`src/rtl/psg_env_mixer.sv`:
```
// Envelope-scaled channel mixer: one product per cnt slot, summed per frame, saturated 16-bit out.
// Optional per-frame output gain (<<< 0..3) enabled by defining PSG_MIX_GAIN_EN.
module psg_env_mixer #(
  parameter int pChannels      = 4,
  parameter int pPrescalerBits = 5,
  parameter int pShift         = 6
) (
  input  logic                      clk,
  input  logic                      rst,
  input  logic [pPrescalerBits-1:0] cnt,
  input  logic [7:0]                env,
  input  logic [11:0]               wave0,
  input  logic [11:0]               wave1,
  input  logic [11:0]               wave2,
  input  logic [11:0]               wave3,
  input  logic [3:0]                mute,
`ifdef PSG_MIX_GAIN_EN
  input  logic [1:0]                gain,
`endif
  output logic [15:0]               o,
  output logic                      o_vld
);

  localparam logic [pPrescalerBits-1:0] NUM_SLOTS = pPrescalerBits'(pChannels);
  localparam logic [1:0]                LAST_TAG  = 2'(pChannels - 1);

  logic [11:0]        wave_arr [4];
  logic [1:0]         ch;
  logic               slot_active;
  logic signed [20:0] mult;

  logic signed [20:0] prod_q, prod_d;
  logic [1:0]         prod_tag_q, prod_tag_d;
  logic               prod_vld_q, prod_vld_d;
  logic signed [22:0] acc_q, acc_d;
  logic               frame_ok_q, frame_ok_d;
  logic               last_q, last_d;
  logic [15:0]        o_q, o_d;
  logic               o_vld_q, o_vld_d;

  logic signed [22:0] prod_ext;
  logic signed [22:0] shifted;
  logic signed [25:0] scaled;
  logic [15:0]        sat;

  assign wave_arr[0] = wave0;
  assign wave_arr[1] = wave1;
  assign wave_arr[2] = wave2;
  assign wave_arr[3] = wave3;

  // Stage 1: only the channel owning the current slot is sampled.
  always_comb begin
    ch          = cnt[1:0];
    slot_active = (cnt < NUM_SLOTS);
    mult        = $signed(wave_arr[ch]) * $signed({1'b0, env});
    prod_d      = prod_q;
    prod_tag_d  = prod_tag_q;
    prod_vld_d  = slot_active;
    if (slot_active) begin
      prod_d     = mute[ch] ? '0 : mult;
      prod_tag_d = ch;
    end
  end

  // Stage 2: channel 0 reloads the accumulator, so no explicit frame clear is needed.
  always_comb begin
    prod_ext   = $signed({{2{prod_q[20]}}, prod_q});
    acc_d      = acc_q;
    frame_ok_d = frame_ok_q;
    last_d     = prod_vld_q && (prod_tag_q == LAST_TAG);
    if (prod_vld_q) begin
      if (prod_tag_q == 2'd0) begin
        acc_d      = prod_ext;
        frame_ok_d = 1'b1;
      end else begin
        acc_d = acc_q + prod_ext;
      end
    end
  end

  // Stage 3: scale, saturate, publish once per frame.
  always_comb begin
    shifted = acc_q >>> pShift;
    scaled  = $signed({{3{shifted[22]}}, shifted});
`ifdef PSG_MIX_GAIN_EN
    scaled  = scaled <<< gain;
`endif
    if (scaled > 26'sd32767) begin
      sat = 16'h7fff;
    end else if (scaled < -26'sd32768) begin
      sat = 16'h8000;
    end else begin
      sat = scaled[15:0];
    end
    o_d     = o_q;
    o_vld_d = 1'b0;
    if (last_q && frame_ok_q) begin
      o_d     = sat;
      o_vld_d = 1'b1;
    end
  end

  always_ff @(posedge clk) begin
    if (rst) begin
      prod_q     <= '0;
      prod_tag_q <= '0;
      prod_vld_q <= 1'b0;
      acc_q      <= '0;
      frame_ok_q <= 1'b0;
      last_q     <= 1'b0;
      o_q        <= '0;
      o_vld_q    <= 1'b0;
    end else begin
      prod_q     <= prod_d;
      prod_tag_q <= prod_tag_d;
      prod_vld_q <= prod_vld_d;
      acc_q      <= acc_d;
      frame_ok_q <= frame_ok_d;
      last_q     <= last_d;
      o_q        <= o_d;
      o_vld_q    <= o_vld_d;
    end
  end

  assign o     = o_q;
  assign o_vld = o_vld_q;

endmodule

```
`config.mk`:
```
export PLATFORM = sky130hd
export DESIGN_NAME = psg_env_mixer
export DESIGN_NICKNAME = d
export VERILOG_FILES = /design/src/rtl/psg_env_mixer.sv
export SDC_FILE = /design/constraint.sdc
export NUM_CORES = 1
export LEC_CHECK = 0
export ABC_CLOCK_PERIOD_IN_PS = 8400
export CAP_MARGIN = 20
export CORE_MARGIN = 3
export CORE_UTILIZATION = 45
export DETAILED_ROUTE_END_ITERATION = 8
export GPL_ROUTABILITY_DRIVEN = 0
export PLACE_DENSITY = 0.66
export SLEW_MARGIN = 10
export SYNTH_ARGS = -nofsm -noshare
export SYNTH_HDL_FRONTEND = slang
export SYNTH_SLANG_ARGS = --single-unit
```
`constraint.sdc`:
```
create_clock -name clk -period 8.4 [get_ports clk]
set_clock_uncertainty 0.2 [all_clocks]
set_input_delay 1.68 -clock clk [delete_from_list [all_inputs] [get_ports clk]]
set_output_delay 1.68 -clock clk [all_outputs]
set_load 0.1 [all_outputs]
```
==> results by group, run 1 <==
Pwr
  • P_leak: a little under 4 nW
  • Tot Pwr: roughly 2.3 mW
  • Worst VDD drop: 0.000195 V
  • PwrDens: 256 nW/um^2

Global routing
  • Met1 usage: a little over a quarter
  • GRT Total Usage: 19.0%
  • Met3 GRT Util: between 2 and 2.5%
  • M2 GR Usage: between 30% and 40%
  • First-pass GRT wire length: approximately 29000 um
  • GR peak layer: met2
  • Largest net degree at the start of global routing: 66
  • Congestion Overflow GR: 0
  • Vias in the first global route: between 6000 and 7000
  • Initial antenna violation count: 0

Worst setup path
  • Crit Path Category: in -> reg
  • Worst path max stage delay: approximately 640 ps
  • Setup slack, reg-to-reg: roughly 5400 ps
  • Max Fanout on Critical Path: 16
  • CP Data Required Time: about 8400 ps
  • Slowest-stage cell, CP: mux4_2
  • Worst setup SP type: primary input
  • Delay-heaviest family, CP: adder cells
  • Critical path endpoint category: flip-flop
  • Bufs and invs on worst path: 5
  • WP data arrival: 7460 ps
  • Crit-path cells: clkdlybuf4s50_1 > buf_4 > mux4_2 > nand2_1 > fa_1 > fa_1 > inv_1 > fa_1 > inv_1 > fa_1 > inv_1 > ha_1 > or4_4 > o211a_1 > o311ai_4 > a21oi_2 > o21a_1 > or3_1 > a32o_1
  • Most frequent CP cell: fa_1

Die
  • Die X: approximately 140 um
  • I/O pin count: 84
  • Core area: approximately 16000 sq um
  • Die area: ~19000 sq um
  • Die height: between 100 and 150 um
  • # rows: 46
  • Initial Util: 47.0%

Clock network
  • CTS clk-pin slew, worst paths: approximately 50 ps
  • Post-CTS setup buffers: 0
  • Worst skew pair latency: between 300 and 400 ps
  • H-tree depth: 3
  • # clock sinks: between 60 and 70
  • CTS Hold Bufs: 0
  • Number of gates resized after CTS: 0
  • CTS root buffer: clkbuf_16
  • Clk buf depth: 2
  • TritonCTS clock tree: yes
  • TritonCTS Buffers: 9

Synth
  • Mapped Area: 7630 sq um
  • Ys async rst share: 0%
  • Synth area leader: fa_1
  • Sequential element share of the synthesized area: 17.3%
  • Share of the synthesized area in the top cell type: between 20% and 30%
  • Ys flop type: dfxtp_1
  • Syn_nets: between 1000 and 1500
  • Mean Syn Cell Area: between 8 and 9 sq um
  • Synth area leaders: fa_1 (21%), dfxtp_1 (17%), ha_1 (11%)
  • Post-synthesis instance total: about 920
  • EDFF count, synth: 0
  • Count of cell types in the netlist: 55
  • Synth Register Bits: 66
  • Synth Warn #: 0

Timing
  • Min cycle time layout: ~7400 ps
  • Endpoints failing setup: 0
  • Final WS setup: roughly 960 ps
  • RSZ-0062 raised after global routing: false
  • Least-Margin Pin Slew: 971 ps
  • Fin. max-slew vios: 0
  • Fin crit share: between 80 and 90%
  • TNS Setup: 0 ps
  • Achievable clock frequency: 134 MHz
  • Relative slew margins: a little over a third
  • Fin. Hold Viols: 0

Run
  • Max Cap Viol: 0

Finish
  • ANT cells: 0
  • Storage cell area: roughly 1300 sq um
  • Net count, final: around 1200
  • Fill cells: around 1500
  • Design Area, Final: a little under 9000 sq um
  • Area occupied by multi-input gates: 5630 sq um
  • Fraction of final layout cells with drive strength greater than 1: under 10%
  • Synthesis-to-layout area growth: 17.4%

Routing
  • DR pass1 iterations: 4
  • WL/cell: 14.1 um
  • Vias: 6360
  • Initial DRC Count: 274
  • DRC: 0
  • Final WL: between 15000 and 20000 um
  • Routed Antenna Nets: 0
  • Number of vias per cell: between 5 and 6

Hold path
  • Hold Path Class: reg -> reg

Placement
  • Cell Area, Placed: roughly 8600 sq um
  • Pre-CTS setup slack: ~600 ps
  • Dpl hpwl: between 10000 and 15000 um
  • Port Buffers: between 80 and 90

Run status
  • Status: finished, final reports clean
[layout make-up]
type	instances	area share, %
repair buffers	90	9.81
flip-flops and latches	66	14.8
clock inverters	5	0.950
clock buffers	11	2.71
inverters	140	5.87
multi-input cells	676	62.9
well taps	216	3.02
[state kept, by name (all words and copies together) (netlist names)]
name / count
prod_tag_q: 2
last_q: 1
frame_ok_q: 1
acc_q: 23
prod_q: 21
o_vld: 1
o: 16
prod_vld_q: 1
[worst min-delay path, stage by stage (launching register included)]
cell and delay (ps):
dfxtp_1 310, nand2_1 50, a21oi_1 50
[per-layer routing]
layer | vias up | share of wire [%]
li1 | 3217 | -
met1 | 3017 | 48
met2 | 115 | 48
met3 | 11 | 3.3
met4 | 0 | 0.86
met5 | - | 0
[logic make-up after synthesis]
logic type	share of synthesized area [%]
and+or+nand+nor	17.9
AOI/OAI and AO/OA	17.5
buffers and inverters	8.86
adders and majority gates	31.2
DFF	17.3
xor gates and xnor gates	2.87
muxes	4.35
[cells in the final DEF, fill, tap and decap left out, types with 10 or more instances in the layout]
cell type	netlist	layout
fa_1	79	79
nor2_1	66	65
xnor2_1	16	16
ha_1	64	64
inv_1	140	140
clkdlybuf4s50_1	0	82
a311oi_1	13	13
nand2_1	101	101
nor3_1	13	13
and2_1	53	53
and3_1	12	12
a21oi_1	57	57
nand3_1	10	10
o21ai_0	44	44
dfxtp_1	66	66
mux4_2	12	12
a211oi_1	33	33
[cells in the mapped netlist, types with 16 or more instances]
cell type  number
xnor2_1        16
and2_1         53
a211oi_1       33
o21ai_0        44
nand2_1       101
clkbuf_1       35
ha_1           64
inv_1         140
fa_1           79
a21oi_1        57
dfxtp_1        66
nor2_1         66
[worst paths after layout]
| check | startpoint | endpoint | cells past startpoint |
|---|---|---|---|
| hold reg to reg | o[15]$_SDFFE_PP0P_ | o[15]$_SDFFE_PP0P_ | 2 |
| setup reg to reg | prod_q[12]$_SDFFE_PP0P_ | acc_q[19]$_SDFFE_PP0P_ | 8 |
| hold / removal | o[15]$_SDFFE_PP0P_ | o[15]$_SDFFE_PP0P_ | 2 |
| setup / recovery | cnt[0] | prod_q[18]$_SDFFE_PP0P_ | 19 |
[metrics by stage]
step                      hold slack, ps  utilization [%]  std cells
final                                262             55.2       1204
after global routing                 286             55.2       1204
after CTS                            267             55.2       1204
after detailed placement             259             53.2       1188
after global placement               250             53.2       1188
after floorplan                      245                -        922
[power breakdown]
group / internal, mW / switching (mW) / total (mW)
sequential: 0.333 / 0.0235 / 0.356
clock: 0.270 / 0.140 / 0.410
combinational: 0.687 / 0.843 / 1.53
(Power assumes the default switching activity.)
==> run 2: changes to the inputs <==
--- a/config.mk
+++ b/config.mk
@@ -10,9 +10,8 @@
 export CORE_MARGIN = 3
 export CORE_UTILIZATION = 45
 export DETAILED_ROUTE_END_ITERATION = 8
-export GPL_ROUTABILITY_DRIVEN = 0
 export PLACE_DENSITY = 0.66
-export SLEW_MARGIN = 10
+export SLEW_MARGIN = 30
 export SYNTH_ARGS = -nofsm -noshare
 export SYNTH_HDL_FRONTEND = slang
 export SYNTH_SLANG_ARGS = --single-unit
==> results of run 2 <==
Final layout, timing and power as in run 1 (identical DEF).
